===== src/rtl/sdram_pkg.sv =====
// -----------------------------------------------------------------------------
// sdram_pkg
// Shared definitions for the SDRAM FIFO arbiter:
//   - arbiter state encoding
//   - SDRAM address width and write/read burst length widths
//   - next_ptr(): circular frame-buffer pointer advance with wrap
// No ports (package).
// -----------------------------------------------------------------------------
package sdram_pkg;

    localparam int ADDR_W     = 21;
    localparam int WR_BURST_W = 9;
    localparam int RD_BURST_W = 10;

    typedef enum logic [2:0] {
        ST_IDLE     = 3'd0,
        ST_WR_REQ   = 3'd1,
        ST_WR_BURST = 3'd2,
        ST_RD_REQ   = 3'd3,
        ST_RD_BURST = 3'd4
    } state_e;

    // Advance a burst pointer by one burst. The sum is formed one bit wider
    // than the address so a pointer near the top of the address space cannot
    // alias to a small value. The pointer wraps early when the *following*
    // burst would no longer fit below max_addr, so a burst never straddles
    // the end of the region.
    function automatic logic [ADDR_W-1:0] next_ptr(
        input logic [ADDR_W-1:0]     ptr,
        input logic [RD_BURST_W-1:0] len,
        input logic [ADDR_W-1:0]     min_addr,
        input logic [ADDR_W-1:0]     max_addr
    );
        logic [ADDR_W:0]     len_ext;
        logic [ADDR_W:0]     nxt;
        logic [ADDR_W-1:0]   result;
        len_ext = {{(ADDR_W + 1 - RD_BURST_W){1'b0}}, len};
        nxt     = {1'b0, ptr} + len_ext;
        if ((nxt + len_ext) > {1'b0, max_addr}) begin
            result = min_addr;
        end else begin
            result = nxt[ADDR_W-1:0];
        end
        return result;
    endfunction

endpackage


===== src/rtl/sdram_fifo_arbiter_if.sv =====
// -----------------------------------------------------------------------------
// sdram_fifo_arbiter_if
// Bundle between the arbiter and the SDRAM controller / FIFOs.
//   master (arbiter side):
//     out sdram_wr_req, sdram_wr_addr, sdram_wr_burst, wr_fifo_rden
//     out sdram_rd_req, sdram_rd_addr, sdram_rd_burst, rd_fifo_wren
//     in  sdram_wr_ack, wr_burst_finish, sdram_rd_ack, rd_burst_finish
//   slave (controller side): the same signals with directions reversed.
// -----------------------------------------------------------------------------
interface sdram_fifo_arbiter_if;
    import sdram_pkg::*;

    // write side
    logic                    sdram_wr_req;
    logic                    sdram_wr_ack;
    logic [ADDR_W-1:0]       sdram_wr_addr;
    logic [WR_BURST_W-1:0]   sdram_wr_burst;
    logic                    wr_burst_finish;
    logic                    wr_fifo_rden;

    // read side
    logic                    sdram_rd_req;
    logic                    sdram_rd_ack;
    logic [ADDR_W-1:0]       sdram_rd_addr;
    logic [RD_BURST_W-1:0]   sdram_rd_burst;
    logic                    rd_burst_finish;
    logic                    rd_fifo_wren;

    modport master (
        output sdram_wr_req, sdram_wr_addr, sdram_wr_burst, wr_fifo_rden,
        output sdram_rd_req, sdram_rd_addr, sdram_rd_burst, rd_fifo_wren,
        input  sdram_wr_ack, wr_burst_finish,
        input  sdram_rd_ack, rd_burst_finish
    );

    modport slave (
        input  sdram_wr_req, sdram_wr_addr, sdram_wr_burst, wr_fifo_rden,
        input  sdram_rd_req, sdram_rd_addr, sdram_rd_burst, rd_fifo_wren,
        output sdram_wr_ack, wr_burst_finish,
        output sdram_rd_ack, rd_burst_finish
    );

endinterface


===== src/rtl/sdram_fifo_arbiter.sv =====
// -----------------------------------------------------------------------------
// sdram_fifo_arbiter
// Watches the camera-side write FIFO and display-side read FIFO levels and
// issues one SDRAM burst request at a time, holding it until the controller
// acknowledges and the burst finishes. Keeps circular write/read frame-buffer
// pointers that advance by one burst per completed burst.
// Ports:
//   clk              in   SDRAM controller clock
//   rst_n            in   synchronous active-low reset
//   sdram_init_done  in   controller initialised; gates all requests
//   wr_fifo_level    in   words in the write FIFO
//   rd_fifo_level    in   words in the read FIFO
//   read_valid       in   display path enables reads
//   wr_min/max_addr  in   write region [min, max)
//   rd_min/max_addr  in   read region  [min, max)
//   wr_len, rd_len   in   burst lengths (nonzero)
//   wr_load, rd_load in   pointer restart pulses
//   bus              master modport towards controller and FIFOs
// -----------------------------------------------------------------------------
module sdram_fifo_arbiter
    import sdram_pkg::*;
#(
    parameter int LVL_W     = 10,
    parameter int RD_THRESH = 512
) (
    input  logic                  clk,
    input  logic                  rst_n,
    input  logic                  sdram_init_done,
    input  logic [LVL_W-1:0]      wr_fifo_level,
    input  logic [LVL_W-1:0]      rd_fifo_level,
    input  logic                  read_valid,
    input  logic [ADDR_W-1:0]     wr_min_addr,
    input  logic [ADDR_W-1:0]     wr_max_addr,
    input  logic [ADDR_W-1:0]     rd_min_addr,
    input  logic [ADDR_W-1:0]     rd_max_addr,
    input  logic [WR_BURST_W-1:0] wr_len,
    input  logic [RD_BURST_W-1:0] rd_len,
    input  logic                  wr_load,
    input  logic                  rd_load,
    sdram_fifo_arbiter_if.master  bus
);

    localparam logic [2:0] S_IDLE     = ST_IDLE;
    localparam logic [2:0] S_WR_REQ   = ST_WR_REQ;
    localparam logic [2:0] S_WR_BURST = ST_WR_BURST;
    localparam logic [2:0] S_RD_REQ   = ST_RD_REQ;
    localparam logic [2:0] S_RD_BURST = ST_RD_BURST;

    // One extra bit so a threshold equal to the FIFO depth is representable.
    localparam logic [LVL_W:0] RD_THRESH_W = (LVL_W + 1)'(RD_THRESH);

    logic [2:0]            r_state;
    logic                  r_last_wr;
    logic                  r_wr_req;
    logic                  r_rd_req;
    logic [WR_BURST_W-1:0] r_wr_burst;
    logic [RD_BURST_W-1:0] r_rd_burst;
    logic [ADDR_W-1:0]     r_wr_ptr;
    logic [ADDR_W-1:0]     r_rd_ptr;
    logic                  r_wr_load_pend;
    logic                  r_rd_load_pend;

    logic w_wr_pend;
    logic w_rd_pend;
    logic w_wr_busy;
    logic w_rd_busy;
    logic w_wr_done;
    logic w_rd_done;

    assign w_wr_pend = sdram_init_done && (wr_fifo_level >= LVL_W'(wr_len));
    assign w_rd_pend = sdram_init_done && read_valid &&
                       ({1'b0, rd_fifo_level} < RD_THRESH_W);

    assign w_wr_busy = (r_state == S_WR_REQ) || (r_state == S_WR_BURST);
    assign w_rd_busy = (r_state == S_RD_REQ) || (r_state == S_RD_BURST);

    // A finish pulse only counts for the side currently bursting.
    assign w_wr_done = (r_state == S_WR_BURST) && bus.wr_burst_finish;
    assign w_rd_done = (r_state == S_RD_BURST) && bus.rd_burst_finish;

    // -------------------------------------------------------------------------
    // Request state machine
    // -------------------------------------------------------------------------
    always_ff @(posedge clk) begin
        if (!rst_n) begin
            r_state    <= S_IDLE;
            r_last_wr  <= 1'b0;
            r_wr_req   <= 1'b0;
            r_rd_req   <= 1'b0;
            r_wr_burst <= '0;
            r_rd_burst <= '0;
        end else begin
            case (r_state)
                S_IDLE: begin
                    // When both sides are pending, serve the one not served
                    // last; last_wr resets to 0 so a write wins first.
                    if (w_wr_pend && (!w_rd_pend || !r_last_wr)) begin
                        r_state    <= S_WR_REQ;
                        r_wr_req   <= 1'b1;
                        r_wr_burst <= wr_len;
                    end else if (w_rd_pend) begin
                        r_state    <= S_RD_REQ;
                        r_rd_req   <= 1'b1;
                        r_rd_burst <= rd_len;
                    end
                end
                S_WR_REQ: begin
                    if (bus.sdram_wr_ack) begin
                        r_wr_req <= 1'b0;
                        r_state  <= S_WR_BURST;
                    end
                end
                S_WR_BURST: begin
                    if (bus.wr_burst_finish) begin
                        r_last_wr <= 1'b1;
                        r_state   <= S_IDLE;
                    end
                end
                S_RD_REQ: begin
                    if (bus.sdram_rd_ack) begin
                        r_rd_req <= 1'b0;
                        r_state  <= S_RD_BURST;
                    end
                end
                S_RD_BURST: begin
                    if (bus.rd_burst_finish) begin
                        r_last_wr <= 1'b0;
                        r_state   <= S_IDLE;
                    end
                end
                default: begin
                    r_state  <= S_IDLE;
                    r_wr_req <= 1'b0;
                    r_rd_req <= 1'b0;
                end
            endcase
        end
    end

    // -------------------------------------------------------------------------
    // Write pointer. A restart request that arrives while a write is in
    // flight is deferred to the burst end so the address presented to the
    // controller never changes under an active burst. Uninitialised SDRAM
    // overrides everything and pins the pointer to the region start.
    // -------------------------------------------------------------------------
    always_ff @(posedge clk) begin
        if (!rst_n) begin
            r_wr_ptr       <= '0;
            r_wr_load_pend <= 1'b0;
        end else begin
            if (w_wr_done) begin
                r_wr_load_pend <= 1'b0;
                if (r_wr_load_pend || wr_load) begin
                    r_wr_ptr <= wr_min_addr;
                end else begin
                    r_wr_ptr <= next_ptr(r_wr_ptr, RD_BURST_W'(r_wr_burst),
                                         wr_min_addr, wr_max_addr);
                end
            end else if (wr_load) begin
                if (w_wr_busy) begin
                    r_wr_load_pend <= 1'b1;
                end else begin
                    r_wr_ptr <= wr_min_addr;
                end
            end
            if (!sdram_init_done) begin
                r_wr_ptr <= wr_min_addr;
            end
        end
    end

    // -------------------------------------------------------------------------
    // Read pointer, same rules as the write pointer.
    // -------------------------------------------------------------------------
    always_ff @(posedge clk) begin
        if (!rst_n) begin
            r_rd_ptr       <= '0;
            r_rd_load_pend <= 1'b0;
        end else begin
            if (w_rd_done) begin
                r_rd_load_pend <= 1'b0;
                if (r_rd_load_pend || rd_load) begin
                    r_rd_ptr <= rd_min_addr;
                end else begin
                    r_rd_ptr <= next_ptr(r_rd_ptr, r_rd_burst,
                                         rd_min_addr, rd_max_addr);
                end
            end else if (rd_load) begin
                if (w_rd_busy) begin
                    r_rd_load_pend <= 1'b1;
                end else begin
                    r_rd_ptr <= rd_min_addr;
                end
            end
            if (!sdram_init_done) begin
                r_rd_ptr <= rd_min_addr;
            end
        end
    end

    // -------------------------------------------------------------------------
    // Outputs
    // -------------------------------------------------------------------------
    assign bus.sdram_wr_req   = r_wr_req;
    assign bus.sdram_rd_req   = r_rd_req;
    assign bus.sdram_wr_addr  = r_wr_ptr;
    assign bus.sdram_rd_addr  = r_rd_ptr;
    assign bus.sdram_wr_burst = r_wr_burst;
    assign bus.sdram_rd_burst = r_rd_burst;

    // The controller's ack doubles as the FIFO strobe: the write FIFO is
    // show-ahead, so its head word is already valid when ack arrives.
    assign bus.wr_fifo_rden   = bus.sdram_wr_ack;
    assign bus.rd_fifo_wren   = bus.sdram_rd_ack;

endmodule


===== src/flat_wrapper.sv =====
// flat-port wrapper written by rule: the top's interface ports become plain ports
module sdram_fifo_arbiter_flat import sdram_pkg::*;
#(
    parameter int LVL_W     = 10,
    parameter int RD_THRESH = 512
)
  (clk, rst_n, sdram_init_done, wr_fifo_level, rd_fifo_level, read_valid, wr_min_addr, wr_max_addr, rd_min_addr, rd_max_addr, wr_len, rd_len, wr_load, rd_load, bus_sdram_wr_req, bus_sdram_wr_addr, bus_sdram_wr_burst, bus_wr_fifo_rden, bus_sdram_rd_req, bus_sdram_rd_addr, bus_sdram_rd_burst, bus_rd_fifo_wren, bus_sdram_wr_ack, bus_wr_burst_finish, bus_sdram_rd_ack, bus_rd_burst_finish);
  sdram_fifo_arbiter_if bus_i ();
  input  logic clk;
  input  logic rst_n;
  input  logic sdram_init_done;
  input  logic [LVL_W-1:0] wr_fifo_level;
  input  logic [LVL_W-1:0] rd_fifo_level;
  input  logic read_valid;
  input  logic [ADDR_W-1:0] wr_min_addr;
  input  logic [ADDR_W-1:0] wr_max_addr;
  input  logic [ADDR_W-1:0] rd_min_addr;
  input  logic [ADDR_W-1:0] rd_max_addr;
  input  logic [WR_BURST_W-1:0] wr_len;
  input  logic [RD_BURST_W-1:0] rd_len;
  input  logic wr_load;
  input  logic rd_load;
  output wire logic [$bits(bus_i.sdram_wr_req)-1:0] bus_sdram_wr_req;
  output wire logic [$bits(bus_i.sdram_wr_addr)-1:0] bus_sdram_wr_addr;
  output wire logic [$bits(bus_i.sdram_wr_burst)-1:0] bus_sdram_wr_burst;
  output wire logic [$bits(bus_i.wr_fifo_rden)-1:0] bus_wr_fifo_rden;
  output wire logic [$bits(bus_i.sdram_rd_req)-1:0] bus_sdram_rd_req;
  output wire logic [$bits(bus_i.sdram_rd_addr)-1:0] bus_sdram_rd_addr;
  output wire logic [$bits(bus_i.sdram_rd_burst)-1:0] bus_sdram_rd_burst;
  output wire logic [$bits(bus_i.rd_fifo_wren)-1:0] bus_rd_fifo_wren;
  input wire logic [$bits(bus_i.sdram_wr_ack)-1:0] bus_sdram_wr_ack;
  input wire logic [$bits(bus_i.wr_burst_finish)-1:0] bus_wr_burst_finish;
  input wire logic [$bits(bus_i.sdram_rd_ack)-1:0] bus_sdram_rd_ack;
  input wire logic [$bits(bus_i.rd_burst_finish)-1:0] bus_rd_burst_finish;
  assign bus_sdram_wr_req = bus_i.sdram_wr_req;
  assign bus_sdram_wr_addr = bus_i.sdram_wr_addr;
  assign bus_sdram_wr_burst = bus_i.sdram_wr_burst;
  assign bus_wr_fifo_rden = bus_i.wr_fifo_rden;
  assign bus_sdram_rd_req = bus_i.sdram_rd_req;
  assign bus_sdram_rd_addr = bus_i.sdram_rd_addr;
  assign bus_sdram_rd_burst = bus_i.sdram_rd_burst;
  assign bus_rd_fifo_wren = bus_i.rd_fifo_wren;
  assign bus_i.sdram_wr_ack = bus_sdram_wr_ack;
  assign bus_i.wr_burst_finish = bus_wr_burst_finish;
  assign bus_i.sdram_rd_ack = bus_sdram_rd_ack;
  assign bus_i.rd_burst_finish = bus_rd_burst_finish;
  sdram_fifo_arbiter #(.LVL_W(LVL_W), .RD_THRESH(RD_THRESH)) u_core (.clk(clk), .rst_n(rst_n), .sdram_init_done(sdram_init_done), .wr_fifo_level(wr_fifo_level), .rd_fifo_level(rd_fifo_level), .read_valid(read_valid), .wr_min_addr(wr_min_addr), .wr_max_addr(wr_max_addr), .rd_min_addr(rd_min_addr), .rd_max_addr(rd_max_addr), .wr_len(wr_len), .rd_len(rd_len), .wr_load(wr_load), .rd_load(rd_load), .bus(bus_i));
endmodule

===== config.mk =====
export PLATFORM = sky130hd
export DESIGN_NAME = sdram_fifo_arbiter_flat
export DESIGN_NICKNAME = d
export VERILOG_FILES = /design/src/rtl/sdram_pkg.sv /design/src/rtl/sdram_fifo_arbiter_if.sv /design/src/rtl/sdram_fifo_arbiter.sv /design/src/flat_wrapper.sv
export SDC_FILE = /design/constraint.sdc
export NUM_CORES = 1
export LEC_CHECK = 0
export BUFFER_PORTS_ARGS = -buffer_cell sky130_fd_sc_hd__buf_2
export CAP_MARGIN = 25
export CORE_ASPECT_RATIO = 1.2
export CORE_UTILIZATION = 55
export CTS_BUF_LIST = sky130_fd_sc_hd__clkbuf_4 sky130_fd_sc_hd__clkbuf_8
export CTS_CLUSTER_DIAMETER = 100
export DETAILED_ROUTE_END_ITERATION = 8
export GPL_ROUTABILITY_DRIVEN = 0
export PLACE_DENSITY = 0.8
export RECOVER_POWER = 50
export SETUP_SLACK_MARGIN = 0.02
export SLEW_MARGIN = 20
export SYNTH_ARGS = -nofsm -noshare
export SYNTH_HDL_FRONTEND = slang
export SYNTH_SLANG_ARGS = --single-unit

===== constraint.sdc =====
create_clock -name clk -period 18.9 [get_ports clk]
set_clock_uncertainty 0.2 [all_clocks]
set_input_delay 4.725 -clock clk [delete_from_list [all_inputs] [get_ports clk]]
set_output_delay 4.725 -clock clk [all_outputs]
set_load 0.1 [all_outputs]

==> results.md <==
Synthesis:
- For this run, the register share of the synthesized area comes to 18.1%.
- In this run the cell area of the synthesized design comes to 0.00762 mm^2.
- The synthesized netlist devotes 26.2% of its cell area to compound gates.
- The arithmetic-cell share of the synthesized area counting full adders, half adders and majority gates is 16.0%.
- The synthesized-area fraction occupied by and/or/nand/nor cells is 22.1%.
- The dominant combinational cell family by area after synthesis is compound AO/OA/AOI/OAI gates.
- Of the post-synthesis cell area, the part taken by muxes is 2.76%.
- Synthesis produced a netlist whose cell count is 1028.
- Yosys mapped a number of flops with a built-in enable equal to 0.
- The synthesized design contains 69 register bits.
- After synthesis, the netlist uses 85 different library cells.
- The net count after synthesis is 1255.
- The mean instance size in the synthesized netlist is 7.41 um^2.
- The xor and xnor area share after synthesis is 7.59%.
- The prevailing post-synth register cell is dfxtp_1.
- The fraction of registers with async set/reset is 0%.
- The number of warnings printed during yosys synthesis is 0.

Worst hold path:
- The worst hold path belongs to the class reg2reg.

Die:
- In this run the count of I/O pins placed on the die edge is 198.
- The floorplan step defined a core boundary enclosing 0.0134 mm^2.
- The die covers 0.0143 mm^2.
- The width of the die is 109 um.
- Once the floorplan was initialized, standard cells occupied 57.1% of the core.
- The die is 131 um tall.
- Row generation in the floorplan step produced 46 rows.

Timing:
- Summed over all failing endpoints, the final setup total negative slack is 0 ns.
- The fraction of the cycle the final worst path needs is 53.8%.
- The final number of max-transition violations is 70.
- Setup violations remaining at the end of the flow were counted as 0.
- Setup repair after global routing left no endpoint under its margin.
- The worst path in the final design needs a cycle of 10.17 ns, including I/O delays and setup.
- The highest attainable clock frequency is 98.4 MHz.
- The pin slew with the least headroom to its limit is 2.98 ns.
- The count of endpoints failing hold in the final timing report is 0.
- The worst max-slew margin expressed relative to the limit is -98.4%.

Detailed routing:
- The total wire length is 21100 um.
- Before antenna repair, the detailed router went through 5 iterations.
- The DRC violation count after routing is 0.
- The detailed router finished its first iteration with 377 violations.
- The final antenna-violating net count is 0.
- For this block, the via count after detailed routing is 8049.
- The average wire per cell in the routed design is 15.6 um.
- The average vias per placed instance is 5.96.

Cells and area:
- The library cells used most frequently in the layout, excluding fill and tap cells, are buf_2 (126), nand2_1 (111), a21oi_1 (91), ha_1 (90), inv_1 (78).
- The fraction of layout instances using a drive strength above 1 is 14.7%.
- The net count reported at finish is 1404.
- The area growth from synthesis to layout is 13.9%.
- The library cell used most frequently in the layout, excluding fill and tap cells, is buf_2.
- Fill cells in the final layout number 1318.
- The final standard cell area without fillers is 0.00868 mm^2.

Global route:
- The initial antenna violation count is 1.
- The met2 track demand over resource in global routing is 52.6%.
- The number of global-route vias before repair came to 7224.
- The layer flagged by global routing as most heavily used is met2.
- The global-route wire length before repair is 33400 um.
- Global routing consumed, on the met3 layer, 4.12% of the routing resources.
- The maximum number of pins on one net before global-route repair is 70.
- The met1 usage in global routing is 34.8%.
- The leftover overflow at the end of global routing is 0.
- Global routing consumed, over all layers together, 29.5% of the routing resources.

Clock tree:
- The number of hold buffers added after CTS is 0.
- The total CTS buffers is 9.
- The clock tree synthesis step divided the H-tree into 3 levels.
- The library cell used as clock root buffer is clkbuf_8.
- Counting along the longest clock path gives a buffer depth of 2.
- The clock transition time at the flip-flop clock pins of the worst setup and hold paths is 0.08 ns.
- The source-to-sink clock delay at the later pin of the worst-skew pair is 0.36 ns.
- The TritonCTS clock tree is built.
- The number of buffers inserted to repair setup after CTS is 0.
- The number of clock sinks is 69.
- The number of gates resized after CTS is 0.

Worst setup path:
- Along the worst path, the maximum fanout reaches 3.
- The signal on the critical path passes through buf_2 > buf_2.
- Counting stages on the worst path, the most repeated cell is buf_2.
- Among all stages on the critical path, the largest delay is contributed by buf_2.
- Among cell families on the critical path, the largest total delay comes from buffers and inverters.
- The count of buffering cells on the critical path with inverters included is 2.
- The worst setup path is of the in2out kind.
- The largest single stage delay on the critical path is 0.42 ns.
- The critical path startpoint category is a primary input.
- The data arrival time of the critical path is 5.24 ns.
- STA classifies the critical path endpoint as an output port.
- For the worst setup path, the data required time is 13.98 ns.

Power:
- The power density over the cells is 89.9 mW/mm^2.
- In this run the static leakage power is 3.81 nW.
- The worst-case IR drop observed on VDD is 68.3 uV.

Outcome:
- The checks that failed: capacitance limit, slew limit.
- The run finished, with violations left.

Placement:
- The count of input and output buffers is 188.
- The post-placement cell area is 0.00856 mm^2.
- The HPWL after detailed placement is 16700 um.

Run:
- Max-cap violations in this run came to 1.
==> where the power goes <==
part | internal (mW) | total [mW] | switching, mW
registers | 0.168 | 0.208 | 0.0396
logic | 0.131 | 0.447 | 0.315
clock network | 0.0613 | 0.126 | 0.0642
total | 0.361 | 0.780 | 0.419
==> tightest hold or removal path: cells and delay by family, from the launching register on <==
| kind | cells | cell delay [ns] |
|---|---|---|
| flip-flops | 1 | 0.34 |
| AND/OR/NAND/NOR | 1 | 0.06 |
| AO/OA/AOI/OAI | 1 | 0.05 |
==> cells by family (layout without fill, tap and decap cells) <==
group / count (synthesis) / in the layout
fa+ha+maj: 95 / 95
compound gates: 300 / 300
mux: 21 / 21
buf+inv: 135 / 289
other cells: 0 / 1
flops: 69 / 69
simple gates: 342 / 342
xor+xnor: 66 / 66
==> layout make-up <==
class | count | area, um^2 | area share (%)
antenna | 1 | 2.50 | 0.0288
clock buffer | 9 | 124 | 1.43
clock inverter | 7 | 75.1 | 0.865
inverter | 80 | 300 | 3.46
multi-input combinational | 824 | 5690 | 65.5
sequential | 69 | 1380 | 15.9
tap | 168 | 210 | 2.42
timing repair buffer | 193 | 897 | 10.3
==> synthesized netlist by cell type (all sizes together) (15+ instances only) <==
cell / count / area (um^2)
ha: 90 / 1130
nand4: 24 / 156
dfxtp: 69 / 1380
clkbuf: 38 / 144
a211oi: 15 / 133
nor3: 19 / 95.1
o21ai: 74 / 378
mux2i: 21 / 210
xnor2: 49 / 429
inv: 79 / 297
xor2: 17 / 149
o211ai: 16 / 125
a21oi: 97 / 508
buf: 17 / 110
nand3: 46 / 230
nor2: 62 / 235
nand2: 111 / 417
==> registers in the layout, summed over array words and instances (netlist names) <==
register and flops:
u_core.bus.sdram_rd_addr 21, u_core.bus.sdram_rd_burst 10, u_core.bus.sdram_rd_req 1, u_core.bus.sdram_wr_addr 21, u_core.bus.sdram_wr_burst 9, u_core.bus.sdram_wr_req 1
u_core.r_last_wr 1, u_core.r_rd_load_pend 1, u_core.r_state 3, u_core.r_wr_load_pend 1
==> per-stage QoR <==
step / hold slack [ns] / std cells / utilization (%) / setup WS [ns] / total power [mW]
floorplan: 0.246 / 1028 / - / 8.99 / 0.565
global placement: 0.267 / 1332 / 64.0 / 8.74 / 0.649
detailed placement: 0.271 / 1333 / 64.1 / 8.73 / 0.658
CTS: 0.284 / 1349 / 65.6 / 8.73 / 0.784
global route: 0.323 / 1351 / 65.0 / 8.73 / 0.836
finish: 0.286 / 1351 / 65.0 / 8.73 / 0.780
==> final timing paths <==
path | startpoint | end | slack (ns) | cells past startpoint
setup / recovery | bus_sdram_rd_ack | bus_rd_fifo_wren | 8.73 | 2
hold / removal | u_core.r_last_wr | u_core.r_last_wr | 0.29 | 2
setup reg to reg | u_core.bus.sdram_wr_burst[0] | u_core.bus.sdram_wr_addr[3] | 11.43 | 26
hold reg to reg | u_core.r_last_wr | u_core.r_last_wr | 0.29 | 2
==> routing by layer <==
layer | share of wire (%) | up-vias
li1 | - | 4049
met1 | 42 | 3668
met2 | 49 | 284
met3 | 6.0 | 48
met4 | 3.2 | 0
met5 | 0 | -
Note: power is estimated with default switching activity, not from simulation.
